<file path="config.mk">
export PLATFORM = sky130hd
export DESIGN_NAME = mm2s_stream_arbiter
export DESIGN_NICKNAME = d
export VERILOG_FILES = /design/src/rtl/mm2s_arb_pkg.sv /design/src/rtl/mm2s_arb_stats.sv /design/src/rtl/mm2s_stream_arbiter.sv
export SDC_FILE = /design/constraint.sdc
export NUM_CORES = 1
export LEC_CHECK = 0
export CAP_MARGIN = 40
export CORE_AREA = 2 2 148 150
export DETAILED_ROUTE_END_ITERATION = 12
export DIE_AREA = 0 0 150 152
export GPL_TIMING_DRIVEN = 0
export PLACE_DENSITY = 0.53
export SLEW_MARGIN = 20
export SYNTH_ARGS = -nofsm -noshare
export SYNTH_HDL_FRONTEND = slang
export SYNTH_SLANG_ARGS = --single-unit
</file>
<file path="constraint.sdc">
create_clock -name AXI_CLk -period 2.7 [get_ports AXI_CLk]
set_input_delay 0.675 -clock AXI_CLk [delete_from_list [all_inputs] [get_ports AXI_CLk]]
set_output_delay 0.675 -clock AXI_CLk [all_outputs]
set_load 0.1 [all_outputs]
</file>
<file path="src/rtl/mm2s_arb_pkg.sv">
// mm2s_arb_pkg: shared types and constants for the MM2S stream arbiter.
//   arb_state_e     : arbiter FSM state (IDLE / GNT0 / GNT1)
//   GRANT_*         : one-hot grant encodings presented on o_grant
//   STAT_CNT_W      : width of the per-channel packet/beat counters
//   ABORT_CNT_W     : width of the saturating watchdog-abort counter
package mm2s_arb_pkg;

  typedef enum logic [1:0] {
    IDLE = 2'd0,
    GNT0 = 2'd1,
    GNT1 = 2'd2
  } arb_state_e;

  localparam logic [1:0] GRANT_NONE = 2'b00;
  localparam logic [1:0] GRANT_CH0  = 2'b01;
  localparam logic [1:0] GRANT_CH1  = 2'b10;

  localparam int unsigned STAT_CNT_W  = 32;
  localparam int unsigned ABORT_CNT_W = 16;

  function automatic logic [1:0] state_to_grant(input arb_state_e st);
    logic [1:0] g;
    g = GRANT_NONE;
    unique case (st)
      GNT0:    g = GRANT_CH0;
      GNT1:    g = GRANT_CH1;
      default: g = GRANT_NONE;
    endcase
    return g;
  endfunction

endpackage

</file>
<file path="src/rtl/mm2s_arb_stats.sv">
// mm2s_arb_stats: per-channel beat and packet counters (wrap modulo 2^32).
// Ports:
//   clk, rst  : clock, asynchronous active-high reset
//   beat      : one accepted beat of this channel this cycle
//   pkt       : the accepted beat carried tlast
//   beat_cnt  : beats transferred
//   pkt_cnt   : packets completed
module mm2s_arb_stats
  import mm2s_arb_pkg::*;
(
  input  logic                  clk,
  input  logic                  rst,
  input  logic                  beat,
  input  logic                  pkt,
  output logic [STAT_CNT_W-1:0] beat_cnt,
  output logic [STAT_CNT_W-1:0] pkt_cnt
);

  always_ff @(posedge clk or posedge rst) begin
    if (rst) begin
      beat_cnt <= '0;
      pkt_cnt  <= '0;
    end else begin
      if (beat) beat_cnt <= beat_cnt + STAT_CNT_W'(1);
      if (pkt)  pkt_cnt  <= pkt_cnt + STAT_CNT_W'(1);
    end
  end

endmodule

</file>
<file path="src/rtl/mm2s_stream_arbiter.sv">
// mm2s_stream_arbiter: packet-granular round-robin arbiter merging two AXI4-Stream
// MM2S channels onto one checker stream, with a stall watchdog.
// Ports:
//   AXI_CLk, AXI_RST        : clock, asynchronous active-high reset
//   i_ch_en[1:0]            : per-channel enable (gates new grants only)
//   S0_AXIS_*, S1_AXIS_*    : channel input streams
//   M_AXIS_*                : merged output stream (combinational pass-through)
//   o_grant                 : one-hot grant, 00 when idle
//   o_err_timeout           : sticky watchdog-abort flag
//   o_abort_cnt             : saturating watchdog-abort count
//   o_pkt_cnt0/1, o_beat_cnt0/1 : per-channel stats, zero unless MM2S_ARB_STATS_EN
// Build option: define MM2S_ARB_STATS_EN to synthesize the statistics counters.
module mm2s_stream_arbiter
  import mm2s_arb_pkg::*;
#(
  parameter int unsigned DATA_W      = 64,
  parameter int unsigned KEEP_W      = DATA_W / 8,
  parameter int unsigned TIMEOUT_CYC = 1024
) (
  input  logic                   AXI_CLk,
  input  logic                   AXI_RST,
  input  logic [1:0]             i_ch_en,
  input  logic [DATA_W-1:0]      S0_AXIS_tdata,
  input  logic [KEEP_W-1:0]      S0_AXIS_tkeep,
  input  logic                   S0_AXIS_tlast,
  input  logic                   S0_AXIS_tvalid,
  output logic                   S0_AXIS_tready,
  input  logic [DATA_W-1:0]      S1_AXIS_tdata,
  input  logic [KEEP_W-1:0]      S1_AXIS_tkeep,
  input  logic                   S1_AXIS_tlast,
  input  logic                   S1_AXIS_tvalid,
  output logic                   S1_AXIS_tready,
  output logic [DATA_W-1:0]      M_AXIS_tdata,
  output logic [KEEP_W-1:0]      M_AXIS_tkeep,
  output logic                   M_AXIS_tlast,
  output logic                   M_AXIS_tvalid,
  input  logic                   M_AXIS_tready,
  output logic [1:0]             o_grant,
  output logic                   o_err_timeout,
  output logic [ABORT_CNT_W-1:0] o_abort_cnt,
  output logic [STAT_CNT_W-1:0]  o_pkt_cnt0,
  output logic [STAT_CNT_W-1:0]  o_pkt_cnt1,
  output logic [STAT_CNT_W-1:0]  o_beat_cnt0,
  output logic [STAT_CNT_W-1:0]  o_beat_cnt1
);

  localparam int unsigned WD_W = (TIMEOUT_CYC > 1) ? $clog2(TIMEOUT_CYC) : 1;
  localparam logic [WD_W-1:0] WD_LAST = WD_W'(TIMEOUT_CYC - 1);

  arb_state_e             state_q, state_d;
  logic                   last_gnt_q, last_gnt_d;  // channel index served last
  logic [WD_W-1:0]        wd_q, wd_d;
  logic                   err_q;
  logic [ABORT_CNT_W-1:0] abort_q;
  logic [1:0]             req;
  logic                   hs;
  logic                   abort;
  logic                   cur;

  assign req = {S1_AXIS_tvalid & i_ch_en[1], S0_AXIS_tvalid & i_ch_en[0]};
  assign hs  = M_AXIS_tvalid & M_AXIS_tready;

  // Zero-latency data mux; the non-granted channel is always back-pressured.
  always_comb begin
    M_AXIS_tdata   = '0;
    M_AXIS_tkeep   = '0;
    M_AXIS_tlast   = 1'b0;
    M_AXIS_tvalid  = 1'b0;
    S0_AXIS_tready = 1'b0;
    S1_AXIS_tready = 1'b0;
    unique case (state_q)
      GNT0: begin
        M_AXIS_tdata   = S0_AXIS_tdata;
        M_AXIS_tkeep   = S0_AXIS_tkeep;
        M_AXIS_tlast   = S0_AXIS_tlast;
        M_AXIS_tvalid  = S0_AXIS_tvalid;
        S0_AXIS_tready = M_AXIS_tready;
      end
      GNT1: begin
        M_AXIS_tdata   = S1_AXIS_tdata;
        M_AXIS_tkeep   = S1_AXIS_tkeep;
        M_AXIS_tlast   = S1_AXIS_tlast;
        M_AXIS_tvalid  = S1_AXIS_tvalid;
        S1_AXIS_tready = M_AXIS_tready;
      end
      default: ;
    endcase
  end

  always_comb begin
    state_d    = state_q;
    last_gnt_d = last_gnt_q;
    abort      = 1'b0;
    cur        = (state_q == GNT1);
    unique case (state_q)
      IDLE: begin
        if (req == 2'b11)  state_d = last_gnt_q ? GNT0 : GNT1;
        else if (req[0])   state_d = GNT0;
        else if (req[1])   state_d = GNT1;
      end
      GNT0, GNT1: begin
        if (hs && M_AXIS_tlast) begin
          // Re-arbitrate in the tlast cycle so packets of different channels abut.
          last_gnt_d = cur;
          if (req[~cur])     state_d = cur ? GNT0 : GNT1;
          else if (req[cur]) state_d = state_q;
          else               state_d = IDLE;
        end else if (!hs && (wd_q == WD_LAST)) begin
          abort      = 1'b1;
          last_gnt_d = cur;
          state_d    = IDLE;
        end
      end
      default: state_d = IDLE;
    endcase
    // Watchdog counts cycles without progress inside a single grant.
    if ((state_q == IDLE) || hs || (state_d != state_q)) wd_d = '0;
    else                                                  wd_d = wd_q + WD_W'(1);
  end

  always_ff @(posedge AXI_CLk or posedge AXI_RST) begin
    if (AXI_RST) begin
      state_q    <= IDLE;
      last_gnt_q <= 1'b1;
      wd_q       <= '0;
      err_q      <= 1'b0;
      abort_q    <= '0;
    end else begin
      state_q    <= state_d;
      last_gnt_q <= last_gnt_d;
      wd_q       <= wd_d;
      if (abort) begin
        err_q <= 1'b1;
        if (abort_q != '1) abort_q <= abort_q + ABORT_CNT_W'(1);
      end
    end
  end

  assign o_grant       = state_to_grant(state_q);
  assign o_err_timeout = err_q;
  assign o_abort_cnt   = abort_q;

`ifdef MM2S_ARB_STATS_EN
  logic beat0, beat1;
  assign beat0 = hs & (state_q == GNT0);
  assign beat1 = hs & (state_q == GNT1);

  mm2s_arb_stats u_stats0 (
    .clk      (AXI_CLk),
    .rst      (AXI_RST),
    .beat     (beat0),
    .pkt      (beat0 & M_AXIS_tlast),
    .beat_cnt (o_beat_cnt0),
    .pkt_cnt  (o_pkt_cnt0)
  );

  mm2s_arb_stats u_stats1 (
    .clk      (AXI_CLk),
    .rst      (AXI_RST),
    .beat     (beat1),
    .pkt      (beat1 & M_AXIS_tlast),
    .beat_cnt (o_beat_cnt1),
    .pkt_cnt  (o_pkt_cnt1)
  );
`else
  assign o_pkt_cnt0  = '0;
  assign o_pkt_cnt1  = '0;
  assign o_beat_cnt0 = '0;
  assign o_beat_cnt1 = '0;
`endif

endmodule

</file>
Word level (Yosys, flattened, before mapping):

Cells that the tools add are included.

* equal/unequal tests: 6
* magnitude comparators: 2
* reduce and logical (&&, ||, !) cells: 10
* bitwise operators: 4
* add/subtract/negate cells: 2
* muxes and demuxes: 27

Operators with widths (count)
* 64-bit case mux with 2 select lines: 1
* 2-bit 2-to-1 mux: 9
* 16-bit by 1-bit adder with 16-bit output (second input constant): 1
* 16-bit inequality test (second input constant): 1
* 8-bit case mux with 2 select lines: 1
* 1-bit 2-to-1 mux: 11
* 10-bit by 1-bit adder with 10-bit output (second input constant): 1
* 10-bit equality test (second input constant): 1
* 10-bit 2-to-1 mux: 1
* 2-bit case mux with 2 select lines: 2
* 2-bit equality test (second input constant): 2
* 1-bit by 2-bit less-than comparator with 1-bit output (second input constant): 2
* 1-bit case mux with 2 select lines: 2
* 2-bit AND reduction: 2
* 1-bit bitwise AND: 3
* 2-bit by 1-bit equality test with 1-bit output (second input constant): 1
* 1-bit logical AND: 2
* 2-bit zero test: 1
* 1-bit logical OR: 2
* 2-bit inequality test: 1
* 2-bit nonzero test: 1
* 2-bit OR reduction: 1
* 1-bit zero test: 1
* 1-bit NOT: 1

* logic and storage cells: 56
* bits in registers: 30
* input bits: 153
* output and inout port bits: 223

Logic depth before layout (Yosys ltp):

* depth after elaboration: 11
* gate-level depth with buffers: 8
* depth with buffers taken out: 7

Worst setup path after synthesis:

No wires, ideal clock.

* kind: register to output
* start: register state_q[0]
* end: output M_AXIS_tdata[10]
* path slack: -923 ps
* stages on the path, launching flop included: 7
* data required time: 2025 ps
* buffers on the path: 2
* arrival: 2948 ps
* path through: dfrtp_1 > inv_1 > ha_1 > clkinv_1 > clkbuf_1 > buf_1 > nor2_1

* cells in the longest elaborated chain, start to end: 2
* elaborated cells between the ends (all ways): 3
* classes of those cells: 2 x eq/ne; 1 x mux

RTL lines
* from (decl): RTL line mm2s_stream_arbiter.sv:50 `arb_state_e state_q, state_d;`
* from (signal assigned): RTL line mm2s_stream_arbiter.sv:129 `state_q <= state_d;`
* 2-bit equality test / 2-bit by 1-bit equality test with 1-bit output (equally long branches): RTL line mm2s_stream_arbiter.sv:71 `unique case (state_q)`
* 64-bit case mux with 2 select lines *: RTL line mm2s_stream_arbiter.sv:71
* to (decl): RTL line mm2s_stream_arbiter.sv:33 `output logic [DATA_W-1:0] M_AXIS_tdata,`

Mark *: on every way between the ends. The rest lies on a longest branch, timed or not.

Worst setup path in the final report:

* start: register state_q[0]
* end: output M_AXIS_tdata[42]

Same word-level chain as after synthesis.

==> results_dict.tcl <==
set metrics [dict create \
    cts-root-buf "clkbuf_16" \
    initial_core_util_pct 17.80 \
    power_mw 11.35 \
    die-area_mm2 0.02280 \
    yosys.area.top_type "buf_4" \
    via_per_inst 3.991 \
    clock.fmax_mhz 364.8 \
    status "complete, but fails checks" \
    power_density_mw_per_mm2 1112 \
    met1_usage_pct 17.43 \
    syn_to_final_growth_pct 168.6 \
    grt_usage_pct 15.61 \
    drtIter0Drc 159 \
    synth_enable_flop_cells 0 \
    avgRoutedWirePerCell_um 15.90 \
    synth_area_mm2 0.003801 \
    max_slew_margin_pct 56.52 \
    whs_path_depth 1 \
    fillers 1949 \
    cap_violations 0 \
    avgSynthCellArea_um2 7.870 \
    tightestPinTransition_ps 651.2 \
    numPortBuffers 246 \
    die_w_um 150 \
    end_kind "primary output" \
    grt_pass1_wl_um 27710 \
    cts_buffers 5 \
    setup_viol 10 \
    yosysSeqAreaShare_pct 19.78 \
    period_needed_ps 2741 \
    startpoint_type "flop" \
    diodes 0 \
    required_ps 2030 \
    clk_latency_ps 270 \
    p_leak_nw 4.198 \
    fin_ws_ps -40.86 \
    synthMostInstantiatedCell "buf_4" \
    synth_top_area_share_pct 25.67 \
    ys_top_cells_by_area "buf_4, dfrtp_1, a22oi_1, nor2_1, xnor2_1" \
    chipHeight_um 152 \
    violations "setup timing" \
    rsz0062_at_grt "true" \
    ys.warnings.count 0 \
    nets 1074 \
    synth-seq-cells 30 \
    drc 0 \
    cts_max_level 2 \
    synthArstFlopShare_pct 100.0 \
    synthCells 483 \
    ir_drop_uv 792.9 \
    cp_data_arrival_time_ps 2070 \
    core_mm2 0.02135 \
    path_class "flop to primary output" \
    reg2reg_depth 12 \
    holdBufCountCts 0 \
    grt_max_degree 31 \
    critPathMaxFanout 7 \
    cts_tree "built" \
    grt-busiest-layer "met2" \
    wl_um 18960 \
    synth_cell_types 56 \
    min_period_over_period_pct 101.5 \
    layout-drive-gt1-share_pct 51.10 \
    overflow 0 \
    synth-main-ff-cell "dfrtp_1" \
    ant_nets 0 \
    clock_sinks 30 \
    slew_viol_final 0 \
    dp_slack_ps -1133 \
    grt_pass1_vias 4801 \
    hold_viol_final 0 \
    cts.clk_slew.worst_paths_ps 50 \
    use_met3_pct 3.213 \
    antenna_found_initial 0 \
    clock-skew-final_ps 2.657 \
    hold_path.class "flop to flop" \
    hpwl_um 15270 \
    ios 376 \
    drtPass1Iterations 4 \
    cts_buffer_depth 2 \
    gp_congestion 0.7857 \
    synthTopCellsByCount "buf_4, nor2_1, a22oi_1" \
    vias 4757 \
    use_met2_pct 29.81 \
    rows 54 \
]
==> where the power goes <==
group          internal [mW]  total, mW  switching (mW)
sequential             0.484      0.510          0.0258
combinational           3.91       10.3            6.39
clock                  0.355      0.538           0.182
total                   4.75       11.3            6.60
==> layout by cell type (no fill, tap or decap), drive strengths merged, types with 2 or more instances in the layout <==
cell type,instances
and4,2
or3,3
nand4,12
nor4,3
mux2,2
nor2,78
buf,250
dfrtp,29
conb,128
xnor2,21
nand2,18
xor2,2
or2,2
nor3,13
o21ai,3
clkbuf,39
and3,6
a41oi,2
nand3,15
inv,5
a21oi,2
ha,8
and2,5
a31oi,3
clkdlybuf4s50,169
a22oi,74
==> repair_timing <==
item,4_1_cts,5_1_grt
endpoints found under the setup margin,77,55
setup buffers,17,16
cloned,1,3
pin swaps,12,25
gates resized for setup,126,101
==> layout make-up <==
cell class | count | area (µm²) | share of cell area (%)
repair buffers | 299 | 4197 | 41.10
multi-input cells | 417 | 3411 | 33.41
plain buffers | 153 | 1316 | 12.89
flip-flops and latches | 30 | 754.5 | 7.390
well taps | 280 | 350.3 | 3.431
clock buffers | 6 | 138.9 | 1.360
inverters | 7 | 42.54 | 0.4167
==> path summary, 6_finish.rpt <==
check                                startpoint                          to  slack [ps]
min reg2reg                   wd_q[0]$_DFF_PP0_           wd_q[0]$_DFF_PP0_         470
max                        state_q[0]$_DFF_PP0_            M_AXIS_tdata[42]         -40
max reg2reg                state_q[0]$_DFF_PP0_           wd_q[7]$_DFF_PP0_          80
min                           wd_q[0]$_DFF_PP0_           wd_q[0]$_DFF_PP0_         470
min in group asynchronous               AXI_RST  o_abort_cnt[6]$_DFFE_PP0P_         820
max in group asynchronous               AXI_RST        state_q[0]$_DFF_PP0_        1420
==> per-layer routing <==
layer / up-vias / routed length [µm]
li1: 2296 / -
met1: 2193 / 6778
met2: 235 / 10350
met3: 33 / 1317
met4: 0 / 512
met5: - / 0
==> sequential cells by signal, indices dropped and copies added, names as in the netlist <==
register       cells
o_abort_cnt       16
wd_q              10
state_q            2
last_gnt_q         1
o_err_timeout      1
==> logic make-up after synthesis <==
| family | Yosys count | synth area share, % |
|---|---|---|
| buf+inv | 163 | 28.93 |
| simple gates | 161 | 21.69 |
| compound gates | 95 | 20.97 |
| flops | 30 | 19.78 |
| xor+xnor | 23 | 5.300 |
| fa+ha+maj | 8 | 2.633 |
| mux | 2 | 0.5925 |
| other cells | 1 | 0.09865 |
==> metrics by stage <==
stage          cells  TNS (ps)  util (%)  hold WS, ps  area (µm²)
2_1_floorplan    610     -3648         -        448.5        4866
6_report        1192    -155.2     47.82        473.7       10210
4_1_cts         1183     -2161     46.16        478.0        9854
3_3_place_gp    1136   -104140     35.96        456.0        7679
5_1_grt         1192     -1268     47.82        501.8       10210
3_5_place_dp    1231    -72250     45.52        470.8        9718
==> critical path: stages, from the launching register on <==
cell	delay, ps
dfrtp_2	400
clkinvlp_4	160
ha_4	340
clkinv_8	60
clkbuf_16	160
clkbuf_16	160
buf_6	130
nor2_4	150
clkbuf_16	220
No activity file was read; power rests on OpenSTA's default activity.
